==> config.mk <==
export PLATFORM = sky130hd
export DESIGN_NAME = fb_rect_fill
export DESIGN_NICKNAME = d
export VERILOG_FILES = /design/src/rtl/fb_rect_fill.sv
export SDC_FILE = /design/constraint.sdc
export NUM_CORES = 1
export LEC_CHECK = 0
export CORE_MARGIN = 5
export CORE_UTILIZATION = 58
export DETAILED_ROUTE_END_ITERATION = 6
export HOLD_SLACK_MARGIN = 0.02
export PLACE_DENSITY = 0.89
export SLEW_MARGIN = 20
export SYNTH_ARGS = -nofsm -noshare
export SYNTH_HDL_FRONTEND = slang
export SYNTH_SLANG_ARGS = --single-unit
==> constraint.sdc <==
create_clock -name clk -period 4.48 [get_ports clk]
set_input_delay 0.672 -clock clk [delete_from_list [all_inputs] [get_ports clk]]
set_output_delay 0.672 -clock clk [all_outputs]
set_load 0.01 [all_outputs]
==> src/rtl/fb_rect_fill.sv <==
// rtl/fb_rect_fill.sv - rectangle/pixel/clear fill engine for a framebuffer write port
module fb_rect_fill #(
    parameter int FB_WIDTH  = 214,
    parameter int FB_HEIGHT = 160
) (
    input  logic        clk,
    input  logic        rst_sync,
    input  logic        cmd_valid,
    output logic        cmd_ready,
    input  logic [1:0]  cmd_op,
    input  logic [7:0]  cmd_x0,
    input  logic [7:0]  cmd_x1,
    input  logic [7:0]  cmd_y0,
    input  logic [7:0]  cmd_y1,
    input  logic [2:0]  cmd_color,
    output logic        fb_we,
    output logic [15:0] fb_waddr,
    output logic [2:0]  fb_wdata,
    input  logic        fb_wait,
    output logic        busy,
    output logic        done
);

    localparam logic [7:0]  X_MAX = 8'(FB_WIDTH - 1);
    localparam logic [7:0]  Y_MAX = 8'(FB_HEIGHT - 1);
    localparam logic [15:0] W16   = 16'(FB_WIDTH);

    localparam logic [1:0] OP_PIXEL = 2'd0;
    localparam logic [1:0] OP_RECT  = 2'd1;
    localparam logic [1:0] OP_CLEAR = 2'd2;
    localparam logic [1:0] OP_RSVD  = 2'd3;

    typedef enum logic [1:0] {
        IDLE  = 2'd0,
        SETUP = 2'd1,
        DRAW  = 2'd2,
        DONE  = 2'd3
    } state_t;

    state_t      state_q, state_d;
    logic [1:0]  op_q, op_d;
    logic [7:0]  x0_q, x0_d, x1_q, x1_d;
    logic [7:0]  y0_q, y0_d, y1_q, y1_d;
    logic [2:0]  color_q, color_d;
    logic [7:0]  x_cur_q, x_cur_d;
    logic [7:0]  y_cur_q, y_cur_d;
    logic [15:0] row_base_q, row_base_d;
    logic [7:0]  x1_clip, y1_clip;

    // Clipped bounds are only meaningful in SETUP, where they are written back.
    assign x1_clip = (x1_q > X_MAX) ? X_MAX : x1_q;
    assign y1_clip = (y1_q > Y_MAX) ? Y_MAX : y1_q;

    // Outputs that follow directly from the registered state and raster position.
    assign cmd_ready = (state_q == IDLE) && !rst_sync;
    assign busy      = (state_q != IDLE);
    assign fb_waddr  = row_base_q + {8'd0, x_cur_q};
    assign fb_wdata  = color_q;

    // Next-state, command capture and raster stepping.
    always_comb begin
        state_d    = state_q;
        op_d       = op_q;
        x0_d       = x0_q;
        x1_d       = x1_q;
        y0_d       = y0_q;
        y1_d       = y1_q;
        color_d    = color_q;
        x_cur_d    = x_cur_q;
        y_cur_d    = y_cur_q;
        row_base_d = row_base_q;
        fb_we      = 1'b0;
        done       = 1'b0;

        case (state_q)
            IDLE: begin
                if (cmd_valid) begin
                    op_d    = cmd_op;
                    color_d = cmd_color;
                    x0_d    = cmd_x0;
                    x1_d    = cmd_x1;
                    y0_d    = cmd_y0;
                    y1_d    = cmd_y1;
                    if (cmd_op == OP_PIXEL) begin
                        x1_d = cmd_x0;
                        y1_d = cmd_y0;
                    end else if (cmd_op == OP_CLEAR) begin
                        x0_d = 8'd0;
                        x1_d = X_MAX;
                        y0_d = 8'd0;
                        y1_d = Y_MAX;
                    end
                    state_d = SETUP;
                end
            end
            SETUP: begin
                x1_d = x1_clip;
                y1_d = y1_clip;
                if (op_q == OP_RSVD || x0_q > x1_clip || y0_q > y1_clip) begin
                    state_d = DONE;
                end else begin
                    row_base_d = {8'd0, y0_q} * W16;
                    x_cur_d    = x0_q;
                    y_cur_d    = y0_q;
                    state_d    = DRAW;
                end
            end
            DRAW: begin
                fb_we = 1'b1;
                if (!fb_wait) begin
                    if (x_cur_q < x1_q) begin
                        x_cur_d = x_cur_q + 8'd1;
                    end else if (y_cur_q == y1_q) begin
                        state_d = DONE;
                    end else begin
                        x_cur_d    = x0_q;
                        y_cur_d    = y_cur_q + 8'd1;
                        row_base_d = row_base_q + W16;
                    end
                end
            end
            DONE: begin
                done    = 1'b1;
                state_d = IDLE;
            end
            default: state_d = IDLE;
        endcase
    end

    // State and datapath registers; reset abandons any command in flight.
    always_ff @(posedge clk) begin
        if (rst_sync) begin
            state_q    <= IDLE;
            op_q       <= OP_PIXEL;
            x0_q       <= 8'd0;
            x1_q       <= 8'd0;
            y0_q       <= 8'd0;
            y1_q       <= 8'd0;
            color_q    <= 3'd0;
            x_cur_q    <= 8'd0;
            y_cur_q    <= 8'd0;
            row_base_q <= 16'd0;
        end else begin
            state_q    <= state_d;
            op_q       <= op_d;
            x0_q       <= x0_d;
            x1_q       <= x1_d;
            y0_q       <= y0_d;
            y1_q       <= y1_d;
            color_q    <= color_d;
            x_cur_q    <= x_cur_d;
            y_cur_q    <= y_cur_d;
            row_base_q <= row_base_d;
        end
    end

    // RECT carries no special handling beyond the shared path.
    logic unused_rect;
    assign unused_rect = (OP_RECT == 2'd1);

endmodule

==> metrics.md <==
| Metric | Value |
|---|---|
| Worst Hold Class | `reg -> reg` |
| Overflow after GRT | `0` |
| DRT antenna net count | `0` |
| Crit-path max FO | `7` |
| WP data required | `4.75 ns` |
| CP arrival | `4.47 ns` |
| Critical Path Source Type | `flop` |
| Routed wire length | `15.9 mm` |
| First-pass GRT wire length | `26.5 mm` |
| Final slew viol count | `0` |
| Final setup skew | `0.0136 ns` |
| Mean Syn Cell Area | `7.99 um^2` |
| Most instantiated library cell after synthesis | `ha_1` |
| Worst relative slew slack | `45.6%` |
| Worst setup endpoint | `row_base_q[13]` |
| DRC Markers | `0` |
| I/O pin total | `64` |
| Post-route cell area | `6730 um^2` |
| Distinct cells, synth | `63` |
| Final setup viols | `0` |
| Reg2reg setup slack | `0.28 ns` |
| Final setup TNS | `0 ns` |
| Share of layout cells above drive strength 1 | `4.75%` |
| R2r startpoint | `y0_q[2]` |
| DPL Wire Length | `11.8 mm` |
| Final Critical Period | `4.20 ns` |
| Sequential area share after synthesis | `24.2%` |
| Measured slew at the worst slew-check pin | `0.807 ns` |
| Die W | `110 um` |
| Worst VDD drop | `0.391 mV` |
| Cells after synthesis | `724` |
| FF-to-FF End | `row_base_q[13]` |
| # Post-CTS Setup Buffers | `0` |
| Synthesized flop and latch total | `70` |
| Cell count of the worst hold path | `2` |
| Initial Util | `59.2%` |
| Antenna diodes | `0` |
| Clock buffer depth | `2` |
| Share of the synthesized area in the top cell type | `24.2%` |
| Initial antenna violation count | `0` |
| GP Congestion | `0.896` |
| Status | `completed` |
| Clock Latency Late Sink | `0.36 ns` |
| Top FF cell, synth | `dfxtp_1` |
| Crit end category | `flop` |
| Number of global-route vias before repair | `5869` |
| I/O Buffers | `63` |
| Vias after detailed routing | `5703` |
| CTS hold repair buffers | `0` |
| Power per Cell Area | `546 nW/um^2` |
| DR WL/cell | `17.4 um` |
| Root Driver | `clkbuf_8` |
| RSZ-0062 raised after global routing | `no` |
| Critical Path Source | `y0_q[2]` |
| Total CTS buffers | `9` |
| Async SR Flop Fraction | `0%` |
| Die area | `12100 um^2` |
| Initial DRT Pass Iterations | `5` |
| Critical path class | `reg -> reg` |
| EDFF count, synth | `0` |
| Die H | `110 um` |
| List of most frequent post-synthesis cells | `ha_1, nor2_1, dfxtp_1` |
| Vias per cell | `6.25` |
| Syn Std Cell Area | `5790 um^2` |
| Placed cell area | `6500 um^2` |
| Yosys top cell by area | `dfxtp_1` |
| Core ar. | `9770 um^2` |
| Period utilization | `93.7%` |
| Area Growth Syn to Fin | `16.3%` |
| Max Fclk | `238 MHz` |
| Max cap viols | `0` |
| Post-cts sizing count | `0` |
| Total GRT Usage | `27.3%` |
| Synth warn | `0` |
| Leakage | `3.02 nW` |
| Net count after synthesis | `858` |
| Final Hold Vio Count | `0` |
| CTS tree | `built` |
| Worst-path clk slew | `0.09 ns` |
| Largest net degree at the start of global routing | `70` |
| # rows | `36` |
| Worst reg2reg path depth | `15` |
| Clock sink total | `70` |
| Synth area leaders | `dfxtp_1, ha_1, a21oi_1, nor2_1, fa_1` |
| Detailed router's first-iteration violation count | `524` |
| CTS H-tree lvls | `3` |
| Nets | `908` |
layout by cell type, fill, tap and decap left out, types with 6 or more instances in the layout:
| master | synthesis | final |
|---|---|---|
| xor2_1 | 22 | 22 |
| xnor2_1 | 10 | 10 |
| nor2_1 | 71 | 71 |
| clkbuf_8 | 0 | 9 |
| a31oi_1 | 6 | 6 |
| clkdlybuf4s50_1 | 0 | 62 |
| a22oi_1 | 20 | 20 |
| nor2b_1 | 7 | 7 |
| o32ai_1 | 8 | 8 |
| o22ai_1 | 10 | 10 |
| buf_4 | 1 | 8 |
| ha_1 | 81 | 81 |
| fa_1 | 12 | 12 |
| a211oi_1 | 13 | 13 |
| o21ai_0 | 39 | 39 |
| nand3_1 | 13 | 13 |
| nor3_1 | 20 | 20 |
| a21o_1 | 11 | 11 |
| nand4_1 | 6 | 6 |
| dfxtp_1 | 70 | 70 |
| inv_1 | 64 | 64 |
| nand2_1 | 56 | 56 |
| and3_1 | 6 | 6 |
| a21oi_1 | 66 | 66 |
final cells by class:
type	instances	area, um^2
sequential	70	1400
timing repair buffer	71	686
tap	133	166
clock inverter	7	105
multi-input combinational	558	4010
clock buffer	9	124
inverter	64	240
fill	770	3040
logic make-up (layout without fill, tap and decap cells):
logic type,count (synthesis),count (layout),share of synthesized area (%)
simple gates,208,208,16.7
mux,6,6,1.08
buf+inv,96,151,6.53
flops,70,70,24.2
compound gates,219,219,25.0
fa+ha+maj,93,93,21.7
xor+xnor,32,32,4.84
registers in the layout (all words and copies together), names as in the netlist:
name / cells
row_base_q: 15
x0_q: 8
x1_q: 8
x_cur_q: 8
y0_q: 8
y1_q: 8
y_cur_q: 8
fb_wdata: 3
op_q: 2
state_q: 2
power by group:
group,switching (mW),internal (mW)
registers,0.179,0.762
clock network,0.290,0.322
logic,1.26,0.855
per-layer routing:
metal	GRT usage (%)	wire length, um
met5	0	0
met2	46.4	7630
met1	33.2	6430
met3	4.70	1310
met4	13.5	492
worst min path at each step:
stage                            from          end  slack [ns]
after global routing      fb_wdata[1]  fb_wdata[1]        0.52
after floorplan               op_q[0]      op_q[0]        0.45
after detailed placement  fb_wdata[2]  fb_wdata[2]        0.46
after CTS                 fb_wdata[2]  fb_wdata[2]        0.47
after global placement    fb_wdata[0]  fb_wdata[0]        0.44
final                     fb_wdata[2]  fb_wdata[2]        0.47
worst max-delay path, stage by stage (launching register included):
cell and delay [ns]:
dfxtp_1 0.39, ha_1 0.34, inv_1 0.07, fa_1 0.53, inv_1 0.05, fa_1 0.52
inv_1 0.05, fa_1 0.50, inv_1 0.05, ha_1 0.35, nand4b_1 0.18, a21boi_0 0.31
o21ai_0 0.17, xor2_1 0.16, o211a_1 0.23, nor4_2 0.20
per-stage QoR:
stage	power [mW]	worst slack, ns	utilization (%)	std cells	hold slack, ns
floorplan	2.41	0.756	-	724	0.450
global placement	2.89	0.613	66.5	896	0.442
detailed placement	3.00	0.331	66.5	896	0.456
CTS	3.62	0.309	68.9	912	0.471
global route	3.93	0.0951	68.9	912	0.517
finish	3.67	0.284	68.9	912	0.473
No activity file was read; power rests on OpenSTA's default activity.
